--- src/rtl/memstage_pkg.sv ---
// memstage shared definitions: access sizes,
// extension control bit and FSM states.
package memstage_pkg;

  localparam logic [1:0] SZ_B = 2'b00;
  localparam logic [1:0] SZ_H = 2'b01;
  localparam logic [1:0] SZ_W = 2'b10;
  localparam logic [1:0] SZ_D = 2'b11;

  localparam int XRS_UNSIGNED = 2;

  typedef enum logic {
    ST_IDLE = 1'b0,
    ST_BUS  = 1'b1
  } state_t;

endpackage

--- src/rtl/memstage_lanes.sv ---
// Byte-lane steering for the 64-bit data bus:
// store select/replication and load extract/extend.
module mem_lanes
  import memstage_pkg::*;
(
  input  logic [1:0]  size,
  input  logic [2:0]  off,
  input  logic        uns,
  input  logic [63:0] st_dat,
  input  logic [63:0] rd_dat,
  output logic [7:0]  sel,
  output logic [63:0] st_rep,
  output logic [63:0] ld_dat,
  output logic        misal
);

  logic [63:0] sh;

  assign sh = rd_dat >> {off, 3'b000};

  always_comb begin
    sel    = '0;
    st_rep = '0;
    ld_dat = '0;
    misal  = 1'b0;
    unique case (size)
      SZ_B: begin
        sel    = 8'h01 << off;
        st_rep = {8{st_dat[7:0]}};
        ld_dat = uns ? {56'b0, sh[7:0]}
                     : {{56{sh[7]}}, sh[7:0]};
      end
      SZ_H: begin
        sel    = 8'h03 << off;
        st_rep = {4{st_dat[15:0]}};
        ld_dat = uns ? {48'b0, sh[15:0]}
                     : {{48{sh[15]}}, sh[15:0]};
        misal  = off[0];
      end
      SZ_W: begin
        sel    = 8'h0F << off;
        st_rep = {2{st_dat[31:0]}};
        ld_dat = uns ? {32'b0, sh[31:0]}
                     : {{32{sh[31]}}, sh[31:0]};
        misal  = |off[1:0];
      end
      SZ_D: begin
        sel    = 8'hFF;
        st_rep = st_dat;
        ld_dat = sh;
        misal  = |off;
      end
    endcase
  end

endmodule

--- src/rtl/memstage.sv ---
// KCP53K cpu2 memory stage: one Wishbone cycle per
// load/store, registered writeback for ALU and loads.
module memstage
  import memstage_pkg::*;
(
  input  logic        clk_i,
  input  logic        reset_i,
  input  logic [4:0]  rd_i,
  input  logic [63:0] addr_i,
  input  logic [63:0] dat_i,
  input  logic        we_i,
  input  logic        mem_i,
  input  logic        nomem_i,
  input  logic [2:0]  xrs_rwe_i,
  output logic        busy_o,
  output logic [63:0] dwb_adr_o,
  output logic [63:0] dwb_dat_o,
  output logic [7:0]  dwb_sel_o,
  output logic        dwb_we_o,
  output logic        dwb_cyc_o,
  output logic        dwb_stb_o,
  input  logic [63:0] dwb_dat_i,
  input  logic        dwb_ack_i,
  input  logic        dwb_err_i,
  output logic        wb_we_o,
  output logic [4:0]  wb_rd_o,
  output logic [63:0] wb_dat_o,
  output logic        fault_o
);

  state_t state_q, state_d;

  logic [4:0]  rd_q;
  logic [1:0]  sz_q;
  logic [2:0]  off_q;
  logic        uns_q;

  logic [1:0]  sz_m;
  logic [2:0]  off_m;
  logic        uns_m;
  logic [7:0]  sel_c;
  logic [63:0] rep_c;
  logic [63:0] ld_c;
  logic        misal_c;

  logic cap_bus, cap_fault, cap_wb;
  logic bus_err, bus_done, ld_done;

  assign busy_o    = (state_q == ST_BUS);
  assign dwb_cyc_o = busy_o;
  assign dwb_stb_o = busy_o;

  // Lanes see the live request in IDLE, the held one in BUS.
  assign sz_m  = busy_o ? sz_q  : xrs_rwe_i[1:0];
  assign off_m = busy_o ? off_q : addr_i[2:0];
  assign uns_m = busy_o ? uns_q : xrs_rwe_i[XRS_UNSIGNED];

  mem_lanes u_lanes (
    .size   (sz_m),
    .off    (off_m),
    .uns    (uns_m),
    .st_dat (dat_i),
    .rd_dat (dwb_dat_i),
    .sel    (sel_c),
    .st_rep (rep_c),
    .ld_dat (ld_c),
    .misal  (misal_c)
  );

  always_comb begin
    state_d   = state_q;
    cap_bus   = 1'b0;
    cap_fault = 1'b0;
    cap_wb    = 1'b0;
    bus_err   = 1'b0;
    bus_done  = 1'b0;
    ld_done   = 1'b0;
    unique case (state_q)
      ST_IDLE: begin
        if (we_i || mem_i) begin
          if (misal_c) begin
            cap_fault = 1'b1;
          end else begin
            cap_bus = 1'b1;
            state_d = ST_BUS;
          end
        end else begin
          cap_wb = nomem_i;
        end
      end
      ST_BUS: begin
        if (dwb_err_i) begin
          bus_err  = 1'b1;
          bus_done = 1'b1;
          state_d  = ST_IDLE;
        end else if (dwb_ack_i) begin
          ld_done  = !dwb_we_o;
          bus_done = 1'b1;
          state_d  = ST_IDLE;
        end
      end
    endcase
  end

  always_ff @(posedge clk_i) begin
    if (!reset_i) state_q <= ST_IDLE;
    else          state_q <= state_d;
  end

  always_ff @(posedge clk_i) begin
    if (!reset_i) begin
      dwb_adr_o <= '0;
      dwb_dat_o <= '0;
      dwb_sel_o <= '0;
      dwb_we_o  <= 1'b0;
      wb_we_o   <= 1'b0;
      wb_rd_o   <= '0;
      wb_dat_o  <= '0;
      fault_o   <= 1'b0;
      rd_q      <= '0;
      sz_q      <= '0;
      off_q     <= '0;
      uns_q     <= 1'b0;
    end else begin
      wb_we_o <= 1'b0;
      fault_o <= cap_fault | bus_err;
      if (cap_bus) begin
        dwb_adr_o <= {addr_i[63:3], 3'b000};
        dwb_dat_o <= rep_c;
        dwb_sel_o <= sel_c;
        dwb_we_o  <= we_i;
        rd_q      <= rd_i;
        sz_q      <= xrs_rwe_i[1:0];
        off_q     <= addr_i[2:0];
        uns_q     <= xrs_rwe_i[XRS_UNSIGNED];
      end
      if (bus_done) begin
        dwb_sel_o <= '0;
        dwb_we_o  <= 1'b0;
      end
      if (cap_wb) begin
        wb_we_o  <= (rd_i != 5'd0);
        wb_rd_o  <= rd_i;
        wb_dat_o <= addr_i;
      end
      if (ld_done) begin
        wb_we_o  <= (rd_q != 5'd0);
        wb_rd_o  <= rd_q;
        wb_dat_o <= ld_c;
      end
    end
  end

endmodule

--- config.mk ---
export PLATFORM = sky130hd
export DESIGN_NAME = memstage
export DESIGN_NICKNAME = d
export VERILOG_FILES = /design/src/rtl/memstage_pkg.sv /design/src/rtl/memstage_lanes.sv /design/src/rtl/memstage.sv
export SDC_FILE = /design/constraint.sdc
export NUM_CORES = 1
export LEC_CHECK = 0
export BUFFER_PORTS_ARGS = -buffer_cell sky130_fd_sc_hd__buf_4
export CAP_MARGIN = 20
export CORE_MARGIN = 5
export CORE_UTILIZATION = 45
export CTS_CLUSTER_SIZE = 40
export DETAILED_ROUTE_END_ITERATION = 12
export PLACE_DENSITY = 0.78
export SKIP_CTS_REPAIR_TIMING = 1
export SYNTH_ARGS = -nofsm -noshare
export SYNTH_HDL_FRONTEND = slang
export SYNTH_SLANG_ARGS = --single-unit
--- constraint.sdc ---
create_clock -name clk_i -period 2.9 [get_ports clk_i]
set_clock_uncertainty 0.2 [all_clocks]
set_input_delay 0.58 -clock clk_i [delete_from_list [all_inputs] [get_ports clk_i]]
set_output_delay 0.58 -clock clk_i [all_outputs]
set_load 0.1 [all_outputs]
==> results.md <==
- Placed Cells: 2065
- Yosys warns: 0
- Power per standard cell area: 871 nW/um^2
- Critical path cell sequence: buf_4, mux2_2, mux2i_1, o32ai_1, o211a_1, buf_4, nor3b_4, buf_12, a221oi_1
- Gate Count Post-Synth: 1360
- Hold_sp: addr_i[9]
- DR iter-0 viols: 1002
- Ports: 418
- Global route overflow: 0
- Final worst path period share: 96.9%
- Fin crit period: 2.81 ns
- CTS clk-pin slew, worst paths: 0.06 ns
- Netlist cell types: 54
- Number of buffers added on ports: 414
- Die height: 164 um
- Dpl ws: -0.0856 ns
- Number of iterations in the first detailed-routing pass: 6
- Hold path endpoint: dwb_adr_o[9]
- # DRC: 0
- Rows: 56
- MaxCap Viol Count: 0
- RD Place Congestion: 0.974
- Worst path required time: 3.12 ns
- Area delta synth->final: 45.7%
- Final std cells w/o fill: 2110
- Most frequent cells in the layout: 507 x buf_4, 342 x nand2_1, 216 x dfxtp_1, 147 x a21oi_1, 86 x mux2i_1
- Grt met2 use: 55.3%
- Post-synthesis average cell area: 7.88 sq um
- Largest stage delay on the critical path: 0.45 ns
- Max Clk Rate: 0.356 GHz
- Reg2reg start: busy_o
- Reg2reg path depth: 9
- VDD IR max: 0.819 mV
- Vias after detailed routing: 12300
- CP Class: reg2reg
- Async SR Flop Fraction: 0%
- Slew of the pin with the lowest slew margin: 0.814 ns
- CP max FO: 27
- Clock root buffer: clkbuf_16
- DRT Wirelength: 45200 um
- Fin. max-slew vios: 0
- Core area: 23500 sq um
- CP Buf/Inv Count: 3
- Routed len/inst: 21.4 um
- Crit start category: flop
- Slew margin rel.: 45.4%
- Crit path setup slack, layout: 0.0907 ns
- Initial cell density of the core: 45.7%
- HPWL after DPL: 34200 um
- CP most frequent cell: buf_4
- Post-synth EDFFs: 0
- Initial antenna violation count: 1
- Reg2Reg Setup Slack: 0.09 ns
- Synth Register Bits: 217
- Vias/cell: 5.84
- TritonCTS buffer count: 24
- Outcome: finished clean
- Main synth FF type: dfxtp_1
- First-pass GRT wire length: 67200 um
- Htree depth: 1
- Critical path arrival: 3.03 ns
- Crit. End Element: flop
- Clock Tree Buf Depth: 3
- RSZ-0062 raised after global routing: yes
- CTS tree: yes
- Slowest CP cell: mux2_2
- Met1 usage: 35.7%
- ANT nets after route: 0
- Overall routing resource usage: 31.4%
- Pin count of the biggest net entering global routing: 65
- DIE AREA: 27000 sq um
- Total Neg Setup Slack: 0 ns
- M3 GR Usage: 7.53%
- Commonest non-fill, non-tap cell in the layout: buf_4
- Core Util, Final: 66.5%
- Die width: 164 um
- # fillers: 1966
- Clk_lat worst skew: 0.53 ns
- Layer with the highest usage: met2
- Leak: 6.77 nW
- Share of layout cells above drive strength 1: 33.5%
- Sequential area share after synthesis: 40.5%
- Family with the most delay on the worst path: compound AO/OA/AOI/OAI gates
- Final setup viols: 0
- Final hold violations: 0
- Min-delay worst type: in2reg
- Total chip power: 13.6 mW
- Hold depth: 3
- Syn Std Cell Area: 10700 sq um
- CTS Sinks: 217
- Final-stage net count: 1985
- Vias in the first global route: 12000
- Worst r2r dst: wb_dat_o[39]
-- power breakdown --
part / switching, mW / total, mW / internal (mW)
Clock: 1.24 / 3.21 / 1.97
Combinational: 4.92 / 6.73 / 1.81
Sequential: 0.248 / 3.65 / 3.41
-- state kept, by name, summed over array words and instances, names as in the netlist --
register   flops
dwb_dat_o     64
wb_dat_o      64
dwb_adr_o     61
dwb_sel_o      8
rd_q           5
wb_rd_o        5
off_q          3
sz_q           2
busy_o         1
dwb_we_o       1
fault_o        1
uns_q          1
wb_we_o        1
-- worst reg2reg max path, delay by kind of cell (launching register included) --
family          cells  cell delay (ns)
buf+inv             3             0.54
compound gates      3             0.88
flops               1             0.43
mux                 2             0.63
simple gates        1             0.05
-- cell usage after synthesis (6+ instances only) --
master	count	area share, %
nand2_1	342	12
dfxtp_1	217	41
a21oi_1	148	6.9
clkbuf_1	94	3.3
mux2i_1	90	8.4
nor2_1	80	2.8
a221oi_1	76	6.2
o21ai_0	66	3.1
nor3_1	26	1.2
a22oi_1	23	1.6
buf_2	22	1.0
and3_1	21	1.2
a311oi_1	17	1.4
a211oi_1	15	1.1
a222oi_1	13	1.2
a32oi_1	13	1.1
o22ai_1	10	0.58
buf_1	9	0.32
buf_4	9	0.63
nand3_1	8	0.37
or2_2	8	0.47
mux2_2	7	0.74
o221ai_1	6	0.49
-- cell families (layout without fill, tap and decap cells) --
kind of cell	count (synthesis)	count (layout)	share of synthesized area [%]
simple gates	499	499	19.2
compound gates	401	401	24.8
flops	217	217	40.5
buf+inv	138	566	5.41
mux	100	100	9.62
fa+ha+maj	4	4	0.467
other cells	1	4	0.0350
-- final cells by class --
| cell class | count | area (sq um) | share of cell area, % |
|---|---|---|---|
| Multi-Input combinational cell | 1007 | 5950 | 38.1 |
| Timing Repair Buffer | 520 | 4060 | 26.0 |
| Clock inverter | 4 | 70.1 | 0.449 |
| Clock buffer | 38 | 764 | 4.90 |
| Antenna cell | 1 | 2.50 | 0.0160 |
| Tap cell | 319 | 399 | 2.56 |
| Inverter | 4 | 20.0 | 0.128 |
| Sequential cell | 217 | 4350 | 27.9 |
-- how the worst max path moves through the flow --
stage	end	cells after the start	slack (ns)	start
after floorplan	wb_dat_o[10]	12	0.005	busy_o
after global placement	wb_dat_o[10]	10	-0.05	xrs_rwe_i[0]
after detailed placement	wb_dat_o[10]	10	-0.09	xrs_rwe_i[0]
after CTS	dwb_dat_o[34]	9	0.03	busy_o
after global routing	dwb_dat_o[34]	9	-0.0009	busy_o
final	wb_dat_o[39]	9	0.09	busy_o
-- stage by stage --
step | instance area, sq um | hold WS [ns]
finish | 15600 | 0.106
global route | 15600 | 0.107
CTS | 15600 | 0.0880
detailed placement | 14700 | 0.247
global placement | 14700 | 0.239
floorplan | 10900 | 0.236
-- per-layer routing --
| layer | wire, um | share of wire [%] |
|---|---|---|
| met2 | 22500 | 50 |
| met1 | 16300 | 36 |
| met5 | 0 | 0 |
| met3 | 4240 | 9.4 |
| met4 | 2180 | 4.8 |
(Power assumes the default switching activity.)
